**src/rtl/fetch_pkg.sv**
```systemverilog
`default_nettype none
// ============================================================================
// Module      : fetch_pkg
// Description : Shared constants and types for the instruction fetch stage:
//               datapath widths, the NOP encoding presented when no
//               instruction is available, the fetch FSM state encoding and
//               the instruction buffer entry layout.
// Revision    : 1.0 - initial release
// ============================================================================
package fetch_pkg;

    localparam int XLEN     = 32;
    localparam int OPCODE_W = 7;

    // addi x0, x0, 0
    localparam logic [XLEN-1:0] NOP_INSTR        = 32'h0000_0013;
    localparam logic [XLEN-1:0] DEFAULT_RESET_PC = 32'h0000_0000;

    // Fetch FSM: REQ may issue a request, WAIT holds the single outstanding one
    typedef enum logic [0:0] {
        REQ  = 1'b0,
        WAIT = 1'b1
    } fetch_state_t;

    // One buffered instruction together with the address it was fetched from
    typedef struct packed {
        logic [XLEN-1:0] pc;
        logic [XLEN-1:0] instr;
    } fetch_entry_t;

endpackage : fetch_pkg
`default_nettype wire

```
**src/rtl/fetch_fifo.sv**
```systemverilog
`default_nettype none
// ============================================================================
// Module      : fetch_fifo
// Description : Synchronous instruction buffer holding {pc, instr} entries.
//               Simultaneous push and pop are allowed; flush empties the
//               buffer and takes priority over push and pop.
// Ports       : i_clk, i_rst_n      - clock, asynchronous active-low reset
//               i_push, i_push_data - write one entry at the tail
//               i_pop               - retire the head entry
//               i_flush             - discard all entries
//               o_head              - head entry (undefined when empty)
//               o_count             - number of valid entries
// Revision    : 1.0 - initial release
// ============================================================================
module fetch_fifo
    import fetch_pkg::*;
#(
    parameter int DEPTH = 2,
    localparam int PTR_W = $clog2(DEPTH),
    localparam int CNT_W = PTR_W + 1
) (
    input  logic             i_clk,
    input  logic             i_rst_n,
    input  logic             i_push,
    input  fetch_entry_t     i_push_data,
    input  logic             i_pop,
    input  logic             i_flush,
    output fetch_entry_t     o_head,
    output logic [CNT_W-1:0] o_count
);

    localparam logic [CNT_W-1:0] c_FULL = CNT_W'(DEPTH);

    fetch_entry_t     r_mem [DEPTH];
    logic [PTR_W-1:0] r_wr_ptr;
    logic [PTR_W-1:0] r_rd_ptr;
    logic [CNT_W-1:0] r_count;

    logic w_pop;
    logic w_push;

    // Guard against popping an empty buffer or pushing into a full one that
    // is not draining in the same cycle; the fetch FSM never does either.
    assign w_pop  = i_pop && (r_count != '0);
    assign w_push = i_push && ((r_count != c_FULL) || w_pop);

    always_ff @(posedge i_clk or negedge i_rst_n) begin
        if (!i_rst_n) begin
            r_wr_ptr <= '0;
            r_rd_ptr <= '0;
            r_count  <= '0;
        end else if (i_flush) begin
            r_wr_ptr <= '0;
            r_rd_ptr <= '0;
            r_count  <= '0;
        end else begin
            if (w_push) begin
                r_wr_ptr <= r_wr_ptr + PTR_W'(1);
            end
            if (w_pop) begin
                r_rd_ptr <= r_rd_ptr + PTR_W'(1);
            end
            case ({w_push, w_pop})
                2'b10:   r_count <= r_count + CNT_W'(1);
                2'b01:   r_count <= r_count - CNT_W'(1);
                default: r_count <= r_count;
            endcase
        end
    end

    // Storage needs no reset: entries are only observed once counted valid.
    always_ff @(posedge i_clk) begin
        if (w_push && !i_flush) begin
            r_mem[r_wr_ptr] <= i_push_data;
        end
    end

    assign o_head  = r_mem[r_rd_ptr];
    assign o_count = r_count;

endmodule : fetch_fifo
`default_nettype wire

```
**src/rtl/fetch_stage.sv**
```systemverilog
`default_nettype none
// ============================================================================
// Module      : fetch_stage
// Description : RV32I instruction fetch stage. Owns the PC, issues at most
//               one outstanding request on an in-order req/gnt/rvalid memory
//               port and buffers returned words for decode. A redirect from
//               execute flushes the buffer, restarts fetch at the target and
//               discards any response still in flight.
// Ports       : i_clk, i_rst_n                - clock, async active-low reset
//               i_redirect, i_redirect_pc     - flush and restart fetch
//               o_imem_req, o_imem_addr       - fetch request / word address
//               i_imem_gnt                    - request accepted
//               i_imem_rvalid, i_imem_rdata   - in-order response
//               o_valid, o_instr, o_opcode,
//               o_pc, i_ready                 - buffer head towards decode
// Revision    : 1.0 - initial release
// ============================================================================
module fetch_stage
    import fetch_pkg::*;
#(
    parameter logic [XLEN-1:0] RESET_PC   = DEFAULT_RESET_PC,
    parameter int              FIFO_DEPTH = 2
) (
    input  logic                i_clk,
    input  logic                i_rst_n,
    input  logic                i_redirect,
    input  logic [XLEN-1:0]     i_redirect_pc,
    output logic                o_imem_req,
    output logic [XLEN-1:0]     o_imem_addr,
    input  logic                i_imem_gnt,
    input  logic                i_imem_rvalid,
    input  logic [XLEN-1:0]     i_imem_rdata,
    output logic                o_valid,
    output logic [XLEN-1:0]     o_instr,
    output logic [OPCODE_W-1:0] o_opcode,
    output logic [XLEN-1:0]     o_pc,
    input  logic                i_ready
);

    localparam int               CNT_W       = $clog2(FIFO_DEPTH) + 1;
    localparam logic [CNT_W-1:0] c_FIFO_FULL = CNT_W'(FIFO_DEPTH);
    localparam logic [XLEN-1:0]  c_WORD_MASK = 32'hFFFF_FFFC;

    fetch_state_t    r_state;
    logic [XLEN-1:0] r_fetch_pc;
    logic [XLEN-1:0] r_inflight_pc;
    logic            r_drop;

    logic             w_fire;
    logic             w_push;
    logic             w_pop;
    logic             w_full;
    logic [CNT_W-1:0] w_count;
    fetch_entry_t     w_head;
    fetch_entry_t     w_push_data;

    // A request is only raised while a buffer slot is free, which reserves
    // room for its response. Gating with the reset keeps the request low
    // for the whole reset interval, not just after the next edge.
    assign w_full      = (w_count == c_FIFO_FULL);
    assign o_imem_req  = i_rst_n && (r_state == REQ) && !w_full;
    assign o_imem_addr = r_fetch_pc;
    assign w_fire      = o_imem_req && i_imem_gnt;

    // A response is buffered only if no redirect has made it stale; rvalid
    // seen outside WAIT is a protocol violation and is ignored.
    assign w_push      = (r_state == WAIT) && i_imem_rvalid && !r_drop && !i_redirect;
    assign w_pop       = o_valid && i_ready && !i_redirect;
    assign w_push_data = '{pc: r_inflight_pc, instr: i_imem_rdata};

    always_ff @(posedge i_clk or negedge i_rst_n) begin
        if (!i_rst_n) begin
            r_state       <= REQ;
            r_fetch_pc    <= RESET_PC;
            r_inflight_pc <= '0;
            r_drop        <= 1'b0;
        end else if (i_redirect) begin
            r_fetch_pc <= i_redirect_pc & c_WORD_MASK;
            // A request that is (or is just becoming) outstanding will still
            // return a word; wait for it and throw it away.
            if (((r_state == WAIT) && !i_imem_rvalid) ||
                ((r_state == REQ) && w_fire)) begin
                r_drop  <= 1'b1;
                r_state <= WAIT;
            end else begin
                r_drop  <= 1'b0;
                r_state <= REQ;
            end
        end else begin
            case (r_state)
                REQ: begin
                    if (w_fire) begin
                        r_inflight_pc <= r_fetch_pc;
                        r_fetch_pc    <= r_fetch_pc + 32'd4;
                        r_state       <= WAIT;
                    end
                end
                WAIT: begin
                    if (i_imem_rvalid) begin
                        r_drop  <= 1'b0;
                        r_state <= REQ;
                    end
                end
                default: begin
                    r_state <= REQ;
                end
            endcase
        end
    end

    fetch_fifo #(
        .DEPTH (FIFO_DEPTH)
    ) u_fifo (
        .i_clk       (i_clk),
        .i_rst_n     (i_rst_n),
        .i_push      (w_push),
        .i_push_data (w_push_data),
        .i_pop       (w_pop),
        .i_flush     (i_redirect),
        .o_head      (w_head),
        .o_count     (w_count)
    );

    // Outputs come only from buffer state, so decode never sees a
    // combinational path from the memory read data.
    assign o_valid  = (w_count != '0);
    assign o_instr  = o_valid ? w_head.instr : NOP_INSTR;
    assign o_opcode = o_instr[OPCODE_W-1:0];
    assign o_pc     = o_valid ? w_head.pc : '0;

endmodule : fetch_stage
`default_nettype wire

```
**config.mk**
```make
export PLATFORM = sky130hd
export DESIGN_NAME = fetch_stage
export DESIGN_NICKNAME = d
export VERILOG_FILES = /design/src/rtl/fetch_pkg.sv /design/src/rtl/fetch_fifo.sv /design/src/rtl/fetch_stage.sv
export SDC_FILE = /design/constraint.sdc
export NUM_CORES = 1
export LEC_CHECK = 0
export ABC_AREA = 1
export ABC_CLOCK_PERIOD_IN_PS = 5200
export CAP_MARGIN = 0
export CELL_PAD_IN_SITES_DETAIL_PLACEMENT = 0
export CELL_PAD_IN_SITES_GLOBAL_PLACEMENT = 2
export CORE_MARGIN = 10
export CORE_UTILIZATION = 32
export DETAILED_ROUTE_END_ITERATION = 8
export GPL_TIMING_DRIVEN = 0
export PLACE_DENSITY_LB_ADDON = 0.1
export SETUP_SLACK_MARGIN = 0.4
export SYNTH_ARGS = -nofsm -noshare
export SYNTH_HDL_FRONTEND = slang
export SYNTH_SLANG_ARGS = --single-unit
```
**constraint.sdc**
```tcl
create_clock -name i_clk -period 5.2 [get_ports i_clk]
set_clock_uncertainty 0.05 [all_clocks]
set_input_delay 1.04 -clock i_clk [delete_from_list [all_inputs] [get_ports i_clk]]
set_output_delay 1.04 -clock i_clk [all_outputs]
set_load 0.01 [all_outputs]
```
==> Word level (Yosys, flattened, before mapping) <==
Memory sizes are Yosys's and may differ from the RTL's.
Index checks and enable logic that the tools add are counted.
{ "word_totals": {"regBits": 70, "mem_bits_rw": 128, "in_bits": 70, "word_cells": 70, "memories": 1} }
{ "memory_table": {"columns": ["memory", "depth", "word_bits", "rd", "rd_clocked_by_memory_dff", "write_ports", "line_no", "text"], "rows": [
  ["u_fifo.r_mem", 2, 64, 1, 0, 1, "fetch_fifo.sv:34", "fetch_entry_t r_mem [DEPTH];"]
]} }
{ "classes": {"n_addsub": 5, "eq_ne": 5, "muxes": 21, "bitwise_logic": 2, "reduce_logical": 29} }
{ "op_table": {"columns": ["op", "count"], "rows": [
  ["two-way mux 32 bit", 5],
  ["adder 32 x 3 -> 32 bit, second input constant", 1],
  ["logical AND 1 bit", 13],
  ["two-way mux 1 bit", 13],
  ["nonzero test 2 bit", 6],
  ["equality test 2 bit, second input constant", 2],
  ["logical NOT 1 bit", 4],
  ["inequality test 2 bit, second input constant", 2],
  ["one-hot mux 2 bit (2 select lines)", 1],
  ["AND reduction 2 bit", 2],
  ["AND reduction 3 bit", 1],
  ["nonzero test 3 bit", 1],
  ["adder 1 bit, second input constant", 2],
  ["adder 2 x 1 -> 2 bit, second input constant", 1],
  ["equality test 2 x 1 -> 1 bit, second input constant", 1],
  ["logical OR 1 bit", 2],
  ["two-way mux 2 bit", 1],
  ["NOT 1 bit", 2],
  ["one-hot mux 1 bit (2 select lines)", 1],
  ["subtractor 2 x 1 -> 2 bit, second input constant", 1]
]} }

==> Depth between registers and ports, before layout <==
Gate-level depths: netlist of run 1.
{ "depth": {"word_depth": 9, "ltp_mapped": 10, "mapped_depth_nobuf": 9} }

==> Hierarchy <==
From an unflattened synthesis of run 1, not the netlist that was laid out.
{ "hier_totals": {"hier_cells": 1029, "area_unflattened_um2": 9132.5} }
{ "by_module_without_submodules": {"columns": ["module", "instances", "cells_each", "area_each_um2", "seq_area_each_um2"], "rows": [
  ["fetch_fifo", 1, 371, 4908.5, 3943.8],
  ["fetch_stage", 1, 658, 4224.1, 1551.5]
]} }

==> Least setup slack after synthesis of run 1 <==
Ideal clock, no wire load.
{ "synth_timing": {"path_type": "input to register", "from": "input port i_redirect", "to": "memory u_fifo.r_mem[0][0] in the netlist's numbering (enable)", "setup_time_ps": 482, "t_arrival_ps": 4159, "required_time_ps": 4668, "path_slack_ps": 509, "cell_stages": 4, "n_path_buf": 1, "cell_sequence": "inv_1 clkbuf_1 nand2_1 nor2_1"} }
{ "synth_between": {"elab_chain_len": 8, "word_cells_on_any_way": 9, "cone_classes": "mux: 2; reduce/logical: 7"} }
{ "synth_lines": {"columns": ["item", "line_no", "text"], "rows": [
  ["start, declared", "fetch_stage.sv:26", "input logic i_redirect,"],
  ["logical NOT 1 bit (*)", "fetch_fifo.sv:73, fetch_stage.sv:67, fetch_stage.sv:68", null],
  ["logical AND 1 bit", "fetch_stage.sv:68", "assign w_pop = o_valid && i_ready && !i_redirect;"],
  ["logical AND 1 bit", "fetch_fifo.sv:44", "assign w_pop = i_pop && (r_count != '0);"],
  ["logical OR 1 bit", "fetch_fifo.sv:45", "assign w_push = i_push && ((r_count != c_FULL) || w_pop);"],
  ["logical AND 1 bit", "fetch_fifo.sv:45", null],
  ["logical AND 1 bit (*)", "fetch_fifo.sv:73", "if (w_push && !i_flush) begin"],
  ["two-way mux 1 bit (*)", "fetch_fifo.sv:73", null],
  ["two-way mux 1 bit (implied by the code) (*)", "fetch_fifo.sv:74", "r_mem[r_wr_ptr] <= i_push_data;"],
  ["end, declared", "fetch_fifo.sv:34", null]
]} }
Every way passes the cells marked *; elsewhere a longest branch is shown, timed or not.

==> Worst setup path after layout of run 1 <==
{ "layout_timing": {"from": "register u_fifo.r_count[1] (netlist: u_fifo.o_count[1])", "to": "output port o_opcode[1]"} }
{ "layout_between": {"elab_chain_len": 2} }
{ "layout_lines": {"columns": ["item", "line_no", "text"], "rows": [
  ["start, declared", "fetch_fifo.sv:37", "logic [CNT_W-1:0] r_count;"],
  ["start signal, assigned", "fetch_fifo.sv:64", "2'b10: r_count <= r_count + CNT_W'(1);"],
  ["start signal, assigned", "fetch_fifo.sv:65", "2'b01: r_count <= r_count - CNT_W'(1);"],
  ["start signal, assigned", "fetch_fifo.sv:66", "default: r_count <= r_count;"],
  ["nonzero test 2 bit", "fetch_stage.sv:126", "assign o_valid = (w_count != '0);"],
  ["two-way mux 32 bit", "fetch_stage.sv:127", "assign o_instr = o_valid ? w_head.instr : NOP_INSTR;"],
  ["end, declared", "fetch_stage.sv:35", "output logic [OPCODE_W-1:0] o_opcode,"]
]} }
Every way passes these cells.

==> metrics.log, run 1 <==
INFO  metric timing.critical_path.slowest_stage_cell = sky130_fd_sc_hd__nor2_1
INFO  metric die_h = 181 µm
INFO  metric start_util = 0.328
INFO  metric p_r_area_growth_vs_syn = 33.5%
INFO  metric power.ir.vdd_worst = 0.178 mV
INFO  metric post_route_cells_drive_above_1_share = 0.0728
INFO  metric grt_pass1_vias = 6220
INFO  metric path_clk_slew = 0.07 ns
INFO  metric achievable_freq = 271 MHz
INFO  metric setup.worst_path.start_class = flip-flop
INFO  metric crit_arrival = 2.60 ns
INFO  metric tritoncts = built
INFO  metric largest_buffer_count_on_any_clock_path = 2
INFO  metric run_status = completed
INFO  metric cts_root_buf = sky130_fd_sc_hd__clkbuf_16
INFO  metric finalHoldWorstSlack = 0.422 ns
INFO  metric post_layout_cell_count = 1374
INFO  metric num-nets-final = 1102
INFO  metric fill_cells = 2446
INFO  metric syn-instance-count = 836
INFO  metric drc_errors = 0
INFO  metric hpwl_after_dpl = 17600 µm
INFO  metric ioPinCount = 175
INFO  metric routed_wire_length_per_instance = 17.0 µm
INFO  metric fin_crit_sh = 0.710
INFO  metric grt_pass1_wl = 35900 µm
INFO  metric grt-ovfl-total = 0
INFO  metric tightest_slew = 0.801 ns
INFO  metric synthDominantCellAreaShare = 0.448
INFO  metric cpPeakStageDelay = 0.53 ns
INFO  metric globalplace.congestion = 0.784
INFO  metric setup_repair_after_global_routing_missed_its_margin = false
INFO  metric routed-via-count = 6092
INFO  metric synthesis.yosys.warnings = 0
INFO  metric maximum_number_of_pins_on_one_net_before_global_route_repair = 52
INFO  metric cap_violations = 0
INFO  metric postSynthAreaPerCell = 9.93 µm²
INFO  metric cts_resized = 0
INFO  metric postCtsSetupRepairBufs = 0
INFO  metric diodes = 0
INFO  metric required = 4.11 ns
INFO  metric post_drt_via_cell_ratio = 4.43
INFO  metric total_leakage_power = 4.32 nW
INFO  metric critical_path_class = reg2out
INFO  metric ant_nets = 0
INFO  metric critical_path_buf_inv_count = 4
INFO  metric hold_path.class = reg2reg
INFO  metric critical_path.cell_chain = nor2_1 -> buf_2 -> inv_1 -> nand3_1 -> buf_4 -> clkdlybuf4s50_1
INFO  metric fp-row-count = 58
INFO  metric worstPathMaxFanout = 10
INFO  metric post_synth_top_area_cell = sky130_fd_sc_hd__edfxtp_1
INFO  metric floorplan.die_area = 32800 µm²
INFO  metric end_kind = output pin
INFO  metric antenna_found_initial = 0
INFO  metric finalWirelength = 23300 µm
INFO  metric power.density_cell_area = 426 nW/µm²
INFO  metric post-place-cells = 1342
INFO  metric ys_seq_elements = 190
INFO  metric layout.cells.most_common = sky130_fd_sc_hd__nand2_1
INFO  metric report.final.slew_viol_count = 0
INFO  metric most-common-layout-cells = sky130_fd_sc_hd__nand2_1 (270), sky130_fd_sc_hd__clkdlybuf4s50_1 (167), sky130_fd_sc_hd__edfxtp_1 (124)
INFO  metric final.min_clock_period = 3.69 ns
INFO  metric drt-initial-drc-count = 278
INFO  metric syn-cell-area = 8310 µm²
INFO  metric cts_inserted_buffers = 17
INFO  metric maxSlewHeadroom = 0.466
INFO  metric postCtsHoldBufs = 0
INFO  metric number_of_distinct_library_cells_after_synthesis = 34
INFO  metric floorplan.die.width = 181 µm
INFO  metric regToRegSetupSlack = 2.85 ns
INFO  metric fin_setup_tns = 0 ns
INFO  metric synth.yosys.seq_area_share = 0.647
INFO  metric cts_max_level = 4
INFO  metric finalSetupViolations = 0
INFO  metric firstDrtPassIters = 5
INFO  metric synth.area.top_cells = sky130_fd_sc_hd__edfxtp_1 (45%), sky130_fd_sc_hd__dfrtp_1 (20%), sky130_fd_sc_hd__nand2_1 (12%), sky130_fd_sc_hd__a21oi_1 (3.7%), sky130_fd_sc_hd__nor2_1 (2.8%)
INFO  metric global_route.usage.total = 0.141
INFO  metric port_buffers = 168
INFO  metric clock-sinks = 190
INFO  metric core = 25300 µm²
INFO  metric crit_family = buffers and inverters
INFO  metric worstSkewPairLatency = 0.43 ns
INFO  metric final_hold_viol_count = 0
==> worst register-to-register path: cells and delay by family, from the launching register on <==
family	cells	cell delay (ns)
DFF	1	0.40
and+or+nand+nor	4	0.87
AOI/OAI and AO/OA	1	0.15
buffers and inverters	3	0.55
==> where the power goes <==
part,switching (mW),total (mW),leakage (nW),internal [mW]
clock,0.573,1.20,0.250,0.623
combinational,0.796,1.49,2.13,0.697
sequential,0.168,2.04,1.94,1.87
==> metrics by stage <==
| stage | setup WS, ns | total power, mW | utilization | area (µm²) |
|---|---|---|---|---|
| after global routing | 1.31 | 5.02 | 0.438 | 11100 |
| final | 1.51 | 4.73 | 0.438 | 11100 |
| after global placement | -2.03 | 3.59 | 0.411 | 10400 |
| after floorplan | 0.509 | 2.73 | - | 8320 |
| after CTS | 1.38 | 4.82 | 0.438 | 11100 |
| after detailed placement | 1.25 | 3.60 | 0.416 | 10500 |
==> final timing paths <==
kind	startpoint	end	cells past startpoint
setup / recovery	u_fifo.o_count[1]	o_opcode[1]	6
hold / removal	r_inflight_pc[27]	u_fifo.r_mem[0][59]	0
setup reg to reg	r_state	u_fifo.r_mem[1][54]	8
hold reg to reg	r_inflight_pc[27]	u_fifo.r_mem[0][59]	0
max in group asynchronous	i_rst_n	r_inflight_pc[19]	2
min in group asynchronous	i_rst_n	o_imem_addr[6]	1
==> state kept, by name (all words and copies together) (netlist names) <==
name,cells
u_fifo.r_mem,124
r_drop,1
u_fifo.o_count,2
u_fifo.r_wr_ptr,1
r_state,1
o_imem_addr,30
u_fifo.r_rd_ptr,1
r_inflight_pc,30
==> cell families (layout without fill, tap and decap cells) <==
| logic type | count (synthesis) | in the layout | synth area share |
|---|---|---|---|
| AO/OA/AOI/OAI | 118 | 118 | 0.0744 |
| XOR/XNOR | 10 | 10 | 0.0105 |
| adder cells (fa/ha/maj) | 1 | 1 | 0.00151 |
| buffers and inverters | 108 | 313 | 0.0566 |
| flip-flops | 190 | 190 | 0.647 |
| other | 1 | 4 | 0.000452 |
| AND/OR/NAND/NOR | 408 | 408 | 0.209 |
==> layer usage <==
| layer | vias up | wire, µm | global-route usage |
|---|---|---|---|
| met1 | 2785 | 11000 | 0.182 |
| met2 | 137 | 11000 | 0.230 |
| met4 | 0 | 138 | 0.0342 |
| li1 | 3158 | - | - |
| met5 | - | 0 | 0 |
| met3 | 12 | 1210 | 0.0354 |
==> final cells by class <==
cell class / count / area (µm²) / share of cell area
Timing Repair Buffer: 173 / 1800 / 0.162
Clock buffer: 19 / 433 / 0.0390
Inverter: 62 / 233 / 0.0210
Buffer: 46 / 238 / 0.0214
Tap cell: 330 / 413 / 0.0372
Multi-Input combinational cell: 541 / 2490 / 0.224
Sequential cell: 190 / 5380 / 0.485
Clock inverter: 13 / 109 / 0.00982
==> cell usage after synthesis (all sizes together) <==
| master | number |
|---|---|
| nand3 | 41 |
| a21oi | 61 |
| clkbuf | 26 |
| and2 | 1 |
| inv | 61 |
| nand4 | 10 |
| xor2 | 8 |
| ha | 1 |
| dfrtp | 66 |
| o211ai | 7 |
| o21ai | 46 |
| nor2 | 67 |
| clkinv | 1 |
| o21a | 1 |
| o221ai | 1 |
| conb | 1 |
| a31oi | 1 |
| nor3b | 1 |
| buf | 20 |
| nand2 | 278 |
| nor3 | 1 |
| o21bai | 1 |
| xnor2 | 2 |
| nand3b | 9 |
| edfxtp | 124 |
Power figures use the tool's default switching activity.
==> run 2: changes to the inputs <==
--- a/config.mk
+++ b/config.mk
@@ -6,12 +6,12 @@
 export NUM_CORES = 1
 export LEC_CHECK = 0
 export ABC_AREA = 1
-export ABC_CLOCK_PERIOD_IN_PS = 5200
+export ABC_CLOCK_PERIOD_IN_PS = 3200
 export CAP_MARGIN = 0
 export CELL_PAD_IN_SITES_DETAIL_PLACEMENT = 0
 export CELL_PAD_IN_SITES_GLOBAL_PLACEMENT = 2
 export CORE_MARGIN = 10
-export CORE_UTILIZATION = 32
+export CORE_UTILIZATION = 29
 export DETAILED_ROUTE_END_ITERATION = 8
 export GPL_TIMING_DRIVEN = 0
 export PLACE_DENSITY_LB_ADDON = 0.1
==> constraint.sdc (replaced) <==
create_clock -name i_clk -period 3.2 [get_ports i_clk]
set_clock_uncertainty 0.05 [all_clocks]
set_input_delay 0.64 -clock i_clk [delete_from_list [all_inputs] [get_ports i_clk]]
set_output_delay 0.64 -clock i_clk [all_outputs]
set_load 0.01 [all_outputs]
==> metrics.log, run 2 (synthesis results as in run 1) <==
INFO  metric post_drt_via_cell_ratio = 4.34
INFO  metric setup_repair_after_global_routing_missed_its_margin = true
INFO  metric drc_errors = 0
INFO  metric cts_root_buf = sky130_fd_sc_hd__clkbuf_16
INFO  metric timing.critical_path.mode_cell = sky130_fd_sc_hd__buf_4
INFO  metric finalWirelength = 25200 µm
INFO  metric regToRegSetupSlack = 1.15 ns
INFO  metric multi_input_comb_area = 2510 µm²
INFO  metric p_r_area_growth_vs_syn = 37.1%
INFO  metric fp-row-count = 61
INFO  metric global_route.usage.total = 0.139
INFO  metric routed-via-count = 6228
INFO  metric pre_cts_ws = -0.360 ns
INFO  metric worstSkewPairLatency = 0.42 ns
INFO  metric required = 2.51 ns
INFO  metric critical_path_class = reg2out
INFO  metric critical_path.cell_chain = nor2_4 -> buf_8 -> buf_4 -> a21oi_2 -> buf_4 -> clkdlybuf4s50_1
INFO  metric globalplace.congestion = 0.813
INFO  metric num-nets-final = 1114
INFO  metric final_hold_viol_count = 0
INFO  metric routed_wire_length_per_instance = 17.5 µm
INFO  metric most-common-layout-cells = sky130_fd_sc_hd__nand2_1 (270), sky130_fd_sc_hd__clkdlybuf4s50_1 (135), sky130_fd_sc_hd__edfxtp_1 (124)
INFO  metric antenna_found_initial = 0
INFO  metric achievable_freq = 366 MHz
INFO  metric drt-initial-drc-count = 246
INFO  metric power.density_cell_area = 694 nW/µm²
INFO  metric floorplan.die.width = 189 µm
INFO  metric post_layout_cell_count = 1434
INFO  metric total_leakage_power = 4.66 nW
INFO  metric hpwl_after_dpl = 18500 µm
INFO  metric tritoncts = built
INFO  metric hold_path.class = in2async
INFO  metric floorplan.die_area = 35800 µm²
INFO  metric start_util = 0.297
INFO  metric postCtsHoldBufs = 0
INFO  metric final_design_area_no_fill = 11400 µm²
INFO  metric layout.cells.most_common = sky130_fd_sc_hd__nand2_1
INFO  metric clock-sinks = 190
INFO  metric reg2reg_from = u_fifo.o_count[1]
INFO  metric dpl-instance-area = 10600 µm²
INFO  metric final.min_clock_period = 2.73 ns
INFO  metric cts_max_level = 4
INFO  metric path_clk_slew = 0.08 ns
INFO  metric largest_reg_flops = 124
INFO  metric r2r-end = u_fifo.r_mem[0][62]
INFO  metric largest_buffer_count_on_any_clock_path = 2
INFO  metric tightest_slew = 0.740 ns
INFO  metric post-place-cells = 1390
INFO  metric report.final.slew_viol_count = 0
INFO  metric port_buffers = 168
INFO  metric registers.top_by_ff_count = u_fifo.r_mem
INFO  metric cpPeakStageDelay = 0.47 ns
INFO  metric grt-ovfl-total = 0
INFO  metric finalSetupViolations = 0
INFO  metric setup.worst_path.start_class = flip-flop
INFO  metric grt_pass1_wl = 38300 µm
INFO  metric grt_pass1_vias = 6422
INFO  metric die_h = 189 µm
INFO  metric crit_arrival = 2.04 ns
INFO  metric firstDrtPassIters = 4
INFO  metric end_kind = output pin
INFO  metric post_route_cells_drive_above_1_share = 0.106
INFO  metric diodes = 0
INFO  metric timing.critical_path.slowest_stage_cell = sky130_fd_sc_hd__clkdlybuf4s50_1
INFO  metric ioPinCount = 175
INFO  metric core = 28000 µm²
INFO  metric maximum_number_of_pins_on_one_net_before_global_route_repair = 53
INFO  metric fin_crit_sh = 0.854
INFO  metric fill_cells = 2821
INFO  metric finalHoldWorstSlack = 0.0532 ns
INFO  metric maxSlewHeadroom = 0.507
INFO  metric cap_violations = 0
INFO  metric worstPathMaxFanout = 8
INFO  metric post-route-worst-setup-slack = 0.468 ns
INFO  metric ant_nets = 0
INFO  metric cts_inserted_buffers = 17
INFO  metric area.sequential = 5380 µm²
INFO  metric worst_reg2reg_path_depth = 8
INFO  metric run_status = completed
INFO  metric power.ir.vdd_worst = 0.310 mV
## run 2: cell types whose count changed in the layout (fill, tap and decap cells not counted), sizes merged
cell / delta
inv: -3
dlygate4sd2: +24
clkbuf: -2
buf: +15
clkinv: +1
bufinv: +1
clkdlybuf4s50: -32
dlymetal6s2s: +8
## run 2: layout make-up
cell class / count / area share
Clock buffer: 20 / 0.0384
Tap cell: 378 / 0.0415
Multi-Input combinational cell: 541 / 0.221
Inverter: 62 / 0.0215
Sequential cell: 190 / 0.472
Buffer: 46 / 0.0302
Timing Repair Buffer: 185 / 0.166
Clock inverter: 12 / 0.00978
## run 2: worst max-delay path: cells and delay by family (launching register included)
family                 cells  cell delay, ns
AO/OA/AOI/OAI              1            0.06
buffers and inverters      4            0.91
flip-flops                 1            0.43
AND/OR/NAND/NOR            1            0.23
## run 2: worst max-delay path by stage
stage | from | slack [ns] | to
floorplan | i_redirect | -0.08 | u_fifo.r_mem[0][0]
global placement | i_redirect | -2.18 | u_fifo.r_mem[1][0]
detailed placement | i_redirect | -0.36 | u_fifo.r_mem[0][59]
CTS | u_fifo.o_count[1] | 0.25 | o_opcode[1]
global route | u_fifo.o_count[0] | 0.37 | o_opcode[2]
finish | u_fifo.o_count[0] | 0.47 | o_opcode[2]
## run 2: repair_timing
item | 4_1_cts | 5_1_grt
buffers inserted | 5 | 6
resized for setup | 71 | 24
endpoints found under the setup margin | 169 | 80
pin swaps | 2 | 2
gates cloned | 0 | 1
## run 2: where the power goes
part	switching, mW	total [mW]	internal (mW)	leakage, nW
registers	0.280	3.32	3.04	1.94
logic	1.35	2.58	1.22	2.47
clock network	0.918	2.00	1.08	0.251
total	2.55	7.90	5.34	4.66
## run 2: metrics by stage
stage	power, mW	TNS (ns)	util
after CTS	7.98	0	0.402
after floorplan	4.43	-9.83	-
after global placement	5.86	-466.33	0.374
after detailed placement	5.89	-22.34	0.378
after global routing	8.41	0	0.406
final	7.90	0	0.406
## run 2: per-layer routing
metal / vias to the layer above / track usage / share of wire
li1: 3181 / - / -
met4: 0 / 0.0296 / 0.0035
met2: 131 / 0.223 / 0.47
met5: - / 0 / 0
met3: 4 / 0.0353 / 0.048
met1: 2912 / 0.186 / 0.48
